==> src/rtl/seq_pkg.sv <==
// Shared types and constants for the phase_sequencer traffic-light controller:
// state encoding, lamp patterns, default phase durations and phase ordering.
package seq_pkg;

    typedef enum logic [2:0] {
        NS_G  = 3'd0,
        NS_Y  = 3'd1,
        EW_G  = 3'd2,
        EW_Y  = 3'd3,
        EMERG = 3'd4
    } state_t;

    // Lamp bit order is {R,Y,G}.
    localparam logic [2:0] LAMP_R   = 3'b100;
    localparam logic [2:0] LAMP_Y   = 3'b010;
    localparam logic [2:0] LAMP_G   = 3'b001;
    localparam logic [2:0] LAMP_OFF = 3'b000;

    localparam int DEF_TICK_DIV  = 1000000;
    localparam int DEF_NS_GREEN  = 15;
    localparam int DEF_NS_YELLOW = 5;
    localparam int DEF_EW_GREEN  = 15;
    localparam int DEF_EW_YELLOW = 5;

    function automatic state_t next_phase(input state_t s);
        case (s)
            NS_G:    return NS_Y;
            NS_Y:    return EW_G;
            EW_G:    return EW_Y;
            default: return NS_G;
        endcase
    endfunction

endpackage

==> src/rtl/tick_prescaler.sv <==
// Divides clk down to a one-cycle tick every TICK_DIV cycles while run is high;
// clr restarts the second from zero and suppresses any tick due that cycle.
module tick_prescaler #(
    parameter int  TICK_DIV = 1000000,
    localparam int CNT_W    = $clog2(TICK_DIV)
) (
    input  logic             clk,
    input  logic             reset,
    input  logic             run,
    input  logic             clr,
    output logic [CNT_W-1:0] count,
    output logic             tick
);

    localparam logic [CNT_W-1:0] LAST = CNT_W'(TICK_DIV - 1);

    assign tick = run & ~clr & (count == LAST);

    always_ff @(posedge clk or negedge reset) begin
        if (!reset) begin
            count <= '0;
        end else if (clr) begin
            count <= '0;
        end else if (run) begin
            count <= tick ? '0 : count + 1'b1;
        end
    end

endmodule

==> src/rtl/phase_sequencer.sv <==
// Four-phase two-road traffic-light controller with power gating, pause and
// emergency all-red override. Define GREEN_BLINK_EN to blink green in its last 3 s.
module phase_sequencer
    import seq_pkg::*;
#(
    parameter int TICK_DIV  = DEF_TICK_DIV,
    parameter int NS_GREEN  = DEF_NS_GREEN,
    parameter int NS_YELLOW = DEF_NS_YELLOW,
    parameter int EW_GREEN  = DEF_EW_GREEN,
    parameter int EW_YELLOW = DEF_EW_YELLOW
) (
    input  logic       clk,
    input  logic       reset,
    input  logic       power,
    input  logic       pause,
    input  logic       emerg,
    output logic [2:0] ns_light,
    output logic [2:0] ew_light,
    output logic [2:0] phase,
    output logic [6:0] remain,
    output logic       sec_tick,
    output logic       cycle_done
);

    localparam int CNT_W = $clog2(TICK_DIV);

    localparam logic [6:0] NS_G_LD = 7'(NS_GREEN - 1);
    localparam logic [6:0] NS_Y_LD = 7'(NS_YELLOW - 1);
    localparam logic [6:0] EW_G_LD = 7'(EW_GREEN - 1);
    localparam logic [6:0] EW_Y_LD = 7'(EW_YELLOW - 1);

    state_t           state;
    state_t           state_nxt;
    logic [6:0]       remain_nxt;
    logic             done_nxt;
    logic [5:0]       lamp_nxt;
    logic             run;
    logic             clr;
    logic             tick;
    logic [CNT_W-1:0] pre_count;

    function automatic logic [6:0] load_for(input state_t s);
        case (s)
            NS_G:    return NS_G_LD;
            NS_Y:    return NS_Y_LD;
            EW_G:    return EW_G_LD;
            EW_Y:    return EW_Y_LD;
            default: return 7'd0;
        endcase
    endfunction

    // Packed as {ns, ew}.
    function automatic logic [5:0] lamps_for(input state_t s);
        case (s)
            NS_G:    return {LAMP_G, LAMP_R};
            NS_Y:    return {LAMP_Y, LAMP_R};
            EW_G:    return {LAMP_R, LAMP_G};
            EW_Y:    return {LAMP_R, LAMP_Y};
            default: return {LAMP_R, LAMP_R};
        endcase
    endfunction

    // Power gating outranks everything, so clr is qualified by power to keep
    // the prescaler frozen while unpowered even if emerg is high.
    assign run = power & ~pause & (state != EMERG);
    assign clr = power & (emerg | (state == EMERG));

    tick_prescaler #(
        .TICK_DIV(TICK_DIV)
    ) u_prescaler (
        .clk  (clk),
        .reset(reset),
        .run  (run),
        .clr  (clr),
        .count(pre_count),
        .tick (tick)
    );

    always_comb begin
        state_nxt  = state;
        remain_nxt = remain;
        done_nxt   = 1'b0;
        if (power) begin
            if (emerg) begin
                state_nxt  = EMERG;
                remain_nxt = '0;
            end else if (state == EMERG) begin
                state_nxt  = NS_G;
                remain_nxt = NS_G_LD;
            end else if (tick) begin
                if (remain != '0) begin
                    remain_nxt = remain - 1'b1;
                end else begin
                    state_nxt  = next_phase(state);
                    remain_nxt = load_for(next_phase(state));
                    done_nxt   = (state == EW_Y);
                end
            end
        end
    end

`ifdef GREEN_BLINK_EN
    localparam logic [CNT_W-1:0] HALF = CNT_W'(TICK_DIV / 2);
    logic [CNT_W-1:0] cnt_nxt;

    // Blink phase follows the prescaler value that will be held after this edge.
    always_comb begin
        cnt_nxt  = (tick | clr) ? '0 : (run ? pre_count + 1'b1 : pre_count);
        lamp_nxt = power ? lamps_for(state_nxt) : {LAMP_OFF, LAMP_OFF};
        if (power && (state_nxt == NS_G || state_nxt == EW_G) &&
            remain_nxt < 7'd3 && cnt_nxt >= HALF) begin
            lamp_nxt = lamp_nxt & ~{LAMP_G, LAMP_G};
        end
    end
`else
    always_comb begin
        lamp_nxt = power ? lamps_for(state_nxt) : {LAMP_OFF, LAMP_OFF};
    end
`endif

    always_ff @(posedge clk or negedge reset) begin
        if (!reset) begin
            state      <= NS_G;
            remain     <= NS_G_LD;
            ns_light   <= LAMP_G;
            ew_light   <= LAMP_R;
            sec_tick   <= 1'b0;
            cycle_done <= 1'b0;
        end else begin
            state                <= state_nxt;
            remain               <= remain_nxt;
            {ns_light, ew_light} <= lamp_nxt;
            sec_tick             <= tick;
            cycle_done           <= done_nxt;
        end
    end

    assign phase = state;

endmodule

==> config.mk <==
export PLATFORM = sky130hd
export DESIGN_NAME = phase_sequencer
export DESIGN_NICKNAME = d
export VERILOG_FILES = /design/src/rtl/seq_pkg.sv /design/src/rtl/tick_prescaler.sv /design/src/rtl/phase_sequencer.sv
export SDC_FILE = /design/constraint.sdc
export NUM_CORES = 1
export LEC_CHECK = 0
export CORE_ASPECT_RATIO = 1.25
export CORE_MARGIN = 2
export CORE_UTILIZATION = 30
export CTS_CLUSTER_SIZE = 30
export DETAILED_ROUTE_END_ITERATION = 8
export GPL_ROUTABILITY_DRIVEN = 0
export PLACE_DENSITY = 0.5
export SYNTH_ARGS = -nofsm -noshare
export SYNTH_HDL_FRONTEND = slang
export SYNTH_SLANG_ARGS = --single-unit
==> constraint.sdc <==
create_clock -name clk -period 4.15 [get_ports clk]
set_input_delay 0.83 -clock clk [delete_from_list [all_inputs] [get_ports clk]]
set_output_delay 0.83 -clock clk [all_outputs]
set_load 0.05 [all_outputs]
==> metrics.txt, run 1 <==
CTS Sinks=38; Mapped Nets=230; commonest non-fill, non-tap cell in the layout=dfrtp_1; Crit Path Category=in -> reg; EDFF count, synth=0; relative slew slack=between 20% and 30%; fin crit share=between 70% and 80%; Mean Syn Cell Area=about 9.4 µm²; Wirelength per Cell=between 15 and 20 µm; Setup crit end kind=flop; biggest cell delay along the critical path=between 0.6 and 0.7 ns; total CTS buffers=5; Max clock buf depth=2; post-cts resize count=0; Synth Cell Area=approximately 2100 µm²; crit path max fanout=8; worst hold start=u_prescaler.count[19]; worst-skew pair later-pin latency=0.29 ns; core area=between 6000 and 7000 µm²; commonest cells after routing, fill and taps aside=dfrtp_1, clkdlybuf4s50_1, o21ai_0; wire length on met3=approximately 140 µm; DRC=0; row count=34; GR Util All Layers=between 10% and 20%; Setup Skew=approximately 0.0057 ns; Root Driver=clkbuf_8; Hold-fix buffers, CTS=0; Crit-path slowest cell=clkdlybuf4s50_1; final cell count without fillers=~340; Final #Nets=252; DR top layer=met4; Synth Instances=approximately 220; Slew Limit Fails=0; Ports=23; setup_tns=0 ns; vias per cell=between 5 and 6; P per Cell Area=approximately 440 nW/µm²; die span in y=97.6 µm; RSZ-0062 raised after global routing=false; RR Endpoint=ns_light[0]; CP required=between 4 and 5 ns; Tmin final=between 3 and 4 ns; Antenna diodes=0; H-tree levels=2; flop-to-flop setup slack=approximately 1.5 ns; Die X-Extent=between 70 and 80 µm; Max Freq=between 300 and 400 MHz; Final setup violation count=0; max cap viols=0; Critical R2R Launch=u_prescaler.count[6]; FILL cells=around 730; first-pass GRT wire length=between 8000 and 9000 µm; sequential share of the synthesized area=45.5%; Initial Util=a little under a third; layout cells sized above 1=approximately an eighth; Vias=~1800; initial antenna violation count=0; run status=complete, no violations; CP Launch Type=input pin; drt first pass iters=5; vias in the first global route=around 1900; cell chain of the critical path=clkdlybuf4s50_1, or3b_2, nor4_1, nand3_1, a31o_2, nor3b_1; Post-Route WL=5140 µm; Fin. Hold Viols=0; initial detailed-routing violation count=64; Worst Reg-to-Reg Cells=5; grt ovf=0; CTS tree=yes; DP Wirelength=3590 µm; CP startpoint=power; Port Buffers=22; Pleak=0.997 nW; maximum vdd drop=283 µV; Worst EP arrival=roughly 3.2 ns; Most used DFF post-synth=dfrtp_1; cell count along the critical path=6; register bit count reported by yosys=38; met2 WL=roughly 2600 µm; hold path depth=1; number of post-CTS setup repair buffers=0; Worst Hold Path EP=u_prescaler.count[19]; largest net degree at the start of global routing=39; largest delay contributor family on the critical path=simple AND/OR/NAND/NOR gates; Syn. warnings=0; Tightest Pin Transition=roughly 1.1 ns; WP buf/inv=1; die area=between 7000 and 8000 µm²; Worst-path clk slew=0.08 ns; Hold Path Class=reg -> reg; Unique masters post-synth=53; Routed Antenna Nets=0; smallest hold slack=0.474 ns; P&R area growth vs syn=18.8%; # placed instances=approximately 330; ys async rst share=between 90% and 100%; wl on met1=between 2000 and 2500 µm
## flip-flops by register name, summed over array words and instances (netlist names)
name               flops
u_prescaler.count     20
ns_light               3
remain                 7
ew_light               3
sec_tick               1
cycle_done             1
phase                  3
## cells by family (layout without fill, tap and decap cells)
kind of cell               count (synthesis)  count (layout)  share of synthesized area [%]
and+or+nand+nor                           92              92                           24.4
AOI/OAI and AO/OA                         71              71                           23.8
DFF                                       38              38                           45.5
buffers and inverters                     15              38                           2.85
muxes                                      3               3                           1.43
adders and majority gates                  2               2                           1.19
xor gates and xnor gates                   2               2                          0.832
## worst max path at each step
stage | end | slack (ns)
2_1_floorplan | u_prescaler.count[7] | 1.61
3_3_place_gp | u_prescaler.count[18] | 0.84
3_5_place_dp | ns_light[0] | 0.83
4_1_cts | ns_light[0] | 1.11
5_1_grt | ew_light[1] | 0.90
6_report | ns_light[0] | 1.11
## Yosys cell counts (2+ instances only)
library cell	instances	area [µm²]
nand2_1	13	48.8
or4_4	2	22.5
a41oi_1	3	26.3
o21ai_0	20	100
a21oi_1	9	45.0
o21a_1	2	15.0
nor4_1	6	37.5
and3_1	3	18.8
or3_1	2	12.5
dfstp_2	5	131
a21o_1	6	45.0
nor2_1	19	71.3
a22o_1	8	70.1
ha_1	2	25.0
and3_2	2	15.0
inv_1	6	22.5
mux2i_1	3	30.0
o31ai_1	6	45.0
buf_2	3	15.0
a31oi_1	3	18.8
or3b_2	2	17.5
dfrtp_1	33	826
or2_2	3	18.8
nand3_1	13	65.1
nor3_1	11	55.1
clkbuf_1	4	15.0
nand4_1	6	37.5
nor3b_1	3	22.5
## per-layer routing
layer	global-route usage [%]	vias to the layer above
li1	-	891
met1	16.8	896
met2	25.0	30
met3	3.07	11
met4	6.50	0
met5	0	-
## cell type report
class / instances / area (µm²) / area share, %
Multi-Input combinational cell: 170 / 1090 / 43.5
Sequential cell: 38 / 957 / 38.3
Timing Repair Buffer: 23 / 223 / 8.90
Tap cell: 90 / 113 / 4.50
Clock buffer: 6 / 82.6 / 3.30
Inverter: 7 / 26.3 / 1.05
Clock inverter: 2 / 12.5 / 0.500
## stage by stage
step	power, mW	util [%]	cell area, µm²	setup WS, ns
global route	1.18	36.3	2500	0.904
floorplan	0.724	-	2100	1.61
finish	1.11	36.3	2500	1.11
CTS	1.12	36.3	2500	1.11
detailed placement	0.844	34.9	2410	0.828
global placement	0.844	34.9	2410	0.841
## power breakdown
part	switching, mW	internal [mW]	leakage, nW
sequential	0.0412	0.411	0.506
combinational	0.257	0.130	0.443
clock	0.136	0.134	0.0472
total	0.434	0.675	0.997
No activity file was read; power rests on OpenSTA's default activity.
==> inputs of run 2 (changes only) <==
- clock period: 4.15 -> 2.9 ns (I/O delays scaled with it)
==> run 2 against run 1 <==
Clock skew grew 0.0023 ns. Critical path depth shrank 1. Die area is the same. Setup slack lost 0.66 ns. Largest power group unchanged. Highest routed layer unchanged.
==> metrics.txt, run 2 (same netlist as run 1, synthesis figures left out) <==
Crit-path slowest cell=or4b_4; Max Freq=409 MHz; H-tree levels=2; fin crit share=about 84%; vias per cell=between 5 and 6; Tightest Pin Transition=0.854 ns; Post-Route WL=5220 µm; Port Buffers=22; max FFs per register=20; CP required=about 3.1 ns; P per Cell Area=roughly 600 nW/µm²; largest delay contributor family on the critical path=simple AND/OR/NAND/NOR gates; Wirelength per Cell=between 10 and 15 µm; relative slew slack=between 40% and 50%; drt first pass iters=4; initial detailed-routing violation count=73; maximum vdd drop=between 400 and 500 µV; Vias=around 1900; Max clock buf depth=2; Hold-fix buffers, CTS=0; first-pass GRT wire length=9040 µm; layout cells sized above 1=17.4%; Critical R2R Launch=u_prescaler.count[6]; Die X-Extent=about 79 µm; commonest cells after routing, fill and taps aside=dfrtp_1, clkdlybuf4s50_1, o21ai_0; sequential power share=around 40%; largest net degree at the start of global routing=39; Worst-path clk slew=~0.080 ns; number of post-CTS setup repair buffers=0; initial antenna violation count=0; CTS tree=yes; flop-to-flop setup slack=0.46 ns; switching pwr=0.631 mW; grt ovf=0; pre-CTS setup slack=0.180 ns; P&R area growth vs syn=24.1%; Setup Skew=roughly 0.0081 ns; WP buf/inv=0; crit path max fanout=6; Comb power frac=between 30% and 40%; vias in the first global route=around 1900; die area=about 7700 µm²; setup_tns=0 ns; Antenna diodes=0; DP Wirelength=around 3700 µm; GR Util All Layers=14.6%; Setup crit end kind=flop; die span in y=a little under 100 µm; Pleak=1.07 nW; Final setup violation count=0; CP Launch Type=flop; biggest cell delay along the critical path=between 0.5 and 0.6 ns; post-cts resize count=0; Routed Antenna Nets=0; worst-skew pair later-pin latency=roughly 0.29 ns; Final #Nets=~270; total CTS buffers=5; fin worst setup slack=0.458 ns; Internal=0.980 mW; core area=approximately 7000 µm²; CTS Sinks=38; DRC=0; Clock power frac=between 20 and 25%; Hold Path Class=in -> async; RSZ-0062 raised after global routing=false; commonest non-fill, non-tap cell in the layout=dfrtp_1; sw frac=around two fifths; largest register by flop count=u_prescaler.count; max cap viols=0; Worst EP arrival=roughly 2.7 ns; Crit Path Category=reg -> reg; Ports=23; Slew Limit Fails=0; run status=complete, no violations; largest registers=u_prescaler.count: 20 flops, remain: 7 flops; Root Driver=clkbuf_8; Fin. Hold Viols=0; Initial Util=30.5%; Tmin final=between 2 and 2.5 ns; cell chain of the critical path=or4b_4, nor4_4, a41oi_1, a2bb2oi_1, nor3b_1; CP startpoint=u_prescaler.count[6]; row count=34
-- run 2: final cells by class --
cell class	count	area, µm²
Fill cell	720	4280
Multi-Input combinational cell	170	1090
Sequential cell	38	957
Timing Repair Buffer	36	333
Tap cell	90	113
Clock buffer	6	82.6
Inverter	7	26.3
Clock inverter	2	12.5
-- run 2: power by group through the flow --
stage / clock network (mW) / registers (mW) / logic, mW
detailed placement: 0 / 0.655 / 0.574
CTS: 0.408 / 0.645 / 0.576
global placement: 0 / 0.652 / 0.576
floorplan: 0 / 0.787 / 0.250
global route: 0.436 / 0.652 / 0.630
finish: 0.392 / 0.644 / 0.575
-- run 2: worst paths after layout --
| path | endpoint | cells past startpoint |
|---|---|---|
| min reg2reg | u_prescaler.count[18] | 1 |
| min | remain[4] | 1 |
| max in group asynchronous | u_prescaler.count[8] | 1 |
| max | ns_light[0] | 5 |
| max reg2reg | ns_light[0] | 5 |
| min in group clk | u_prescaler.count[18] | 1 |
-- run 2: metal layers --
layer  up-vias  wire length [µm]  GRT usage, %
met2        38              2690          25.6
met4         0                61          5.31
li1        915                 -             -
met3         6               161          2.70
met1       899              2300          17.7
met5         -                 0             0
-- run 2: per-stage QoR --
step	hold WS [ns]	total power, mW	area, µm²	util [%]	cells
after floorplan	0.284	1.04	2100	-	223
after global placement	0.473	1.23	2520	36.5	341
after detailed placement	0.482	1.23	2520	36.5	341
after CTS	0.425	1.63	2610	37.9	349
after global routing	0.467	1.72	2610	37.9	349
final	0.390	1.61	2610	37.9	349
==> inputs of run 3 (changes only) <==
- PLACE_DENSITY: 0.5 -> 0.52
- clock period: 2.9 -> 2.1 ns (I/O delays scaled with it)
==> run 3 against run 2 <==
Sequential power increased by 32%. The flow now finishes with violations (setup timing). Final area increased by 20%. Wire length increased by 10%. Global-route usage increased by 1.0 points. Die area stayed put. Largest power group is now combinational cells. Clock skew rose by 0.00072 ns. Clock power grew 93%. Worst hold slack lost 0.34 ns.
==> metrics.txt, run 3 (same netlist as run 1, synthesis figures left out) <==
commonest non-fill, non-tap cell in the layout=buf_4; Slew Limit Fails=0; CP required=about 2.3 ns; Final #Nets=just over 300; Initial Util=a little under a third; CP Launch Type=flop; initial detailed-routing violation count=71; # placed instances=~380; Fin. Hold Viols=0; P per Cell Area=851 nW/µm²; Final setup violation count=24; Max clock buf depth=2; Setup Skew=roughly 0.0088 ns; pre-CTS setup slack=-0.536 ns; CTS tree=yes; commonest cells after routing, fill and taps aside=buf_4, dfrtp_1, nor2_1; DP Wirelength=4100 µm; RR Endpoint=remain[6]; Hold-fix buffers, CTS=0; Setup crit end kind=flop; GR Util All Layers=15.7%; Crit Path Category=reg -> reg; Die X-Extent=approximately 80 µm; first-pass GRT wire length=about 9600 µm; DRC=0; H-tree levels=2; maximum vdd drop=605 µV; Final Util=between 40% and 50%; flop-to-flop setup slack=-0.14 ns; Hold Path Class=in -> async; Vias=between 2000 and 2500; fin crit share=106%; row count=34; die area=7710 µm²; layout cells sized above 1=between 30% and 40%; FILL cells=680; drt first pass iters=4; crit path max fanout=4; max FFs per register=20; fin worst setup slack=-0.135 ns; violated checks=setup timing; Critical R2R Launch=u_prescaler.count[13]; Worst EP arrival=2.43 ns; Max Freq=447 MHz; largest register by flop count=u_prescaler.count; final cell count without fillers=395; Pleak=approximately 1.4 nW; RSZ-0062 raised after global routing=true; vias in the first global route=a little over 2000; vias per cell=approximately 5.3; relative slew slack=between 60% and 70%; total CTS buffers=5; max cap viols=0; Ports=23; largest net degree at the start of global routing=23; Root Driver=clkbuf_8; grt ovf=0; Antenna diodes=0; worst-skew pair later-pin latency=~0.30 ns; P&R area growth vs syn=49.0%; Routed Antenna Nets=0; die span in y=97.6 µm; Overall Power=2.67 mW; core area=around 6900 µm²; Worst Reg-to-Reg Cells=8; Worst-path clk slew=0.08 ns; Port Buffers=22; CTS Sinks=38; Wirelength per Cell=approximately 15 µm; Tightest Pin Transition=0.536 ns; Tmin final=2.24 ns; Post-Route WL=around 5700 µm; initial antenna violation count=0; run status=finished, violations left; largest registers=u_prescaler.count: 20 flops, remain: 7 flops; setup_tns=-1.95 ns
## run 3: changes by cell type in the layout (fill, tap and decap cells not counted), moves of 3 or more
| cell | delta |
|---|---|
| buf_4 | +46 |
| clkdlybuf4s50_1 | -6 |
| o21ai_0 | -6 |
| o21ai_1 | +5 |
| dfrtp_1 | -3 |
| dfrtp_2 | +3 |
| dlymetal6s2s_1 | +3 |
| nor3b_1 | -3 |
| nor3b_2 | +3 |
## run 3: stage by stage
step                hold slack, ns  area, µm²
floorplan                    0.124       2160
global placement             0.387       2820
detailed placement           0.387       2820
CTS                         0.0597       3020
global route                0.0704       3140
finish                      0.0535       3140
## run 3: critical path, stage by stage (launching register included)
cell and delay [ns]:
dfrtp_1 0.40, or4_4 0.55, nor4_4 0.32, buf_6 0.16
buf_4 0.11, and3_2 0.19, o21ai_2 0.08, buf_4 0.15
o21a_1 0.17
## run 3: routing by layer
layer	wire, µm	up-vias	GRT usage (%)
li1	-	1010	-
met1	2400	1029	17.6
met2	3020	50	28.3
met3	209	12	3.44
met4	126	0	6.37
met5	0	-	0
## run 3: power breakdown
part,switching (mW),leakage (nW),internal [mW],total [mW]
registers,0.0375,0.502,0.813,0.850
clock network,0.281,0.0683,0.476,0.757
logic,0.630,0.817,0.430,1.06
## run 3: worst max path at each step
stage | from | to | slack (ns) | cells after the start
detailed placement | power | ns_light[0] | -0.54 | 6
global route | u_prescaler.count[13] | remain[5] | -0.29 | 6
CTS | u_prescaler.count[13] | remain[5] | -0.14 | 6
global placement | power | ns_light[0] | -0.47 | 6
floorplan | u_prescaler.count[13] | remain[5] | -0.22 | 5
finish | u_prescaler.count[13] | remain[6] | -0.14 | 8
## run 3: cell type report
type / count / area [µm²] / area share (%)
multi-input combinational: 170 / 1210 / 38.5
sequential: 38 / 961 / 30.6
timing repair buffer: 82 / 692 / 22.1
tap: 90 / 113 / 3.59
clock buffer: 5 / 68.8 / 2.19
clock inverter: 3 / 68.8 / 2.19
inverter: 7 / 26.3 / 0.838
## run 3: timing repair
action,4_1_cts,5_1_grt
endpoints found under the setup margin,26,36
cloned,1,0
setup buffers,1,7
pin swaps,5,3
resized for setup,11,16
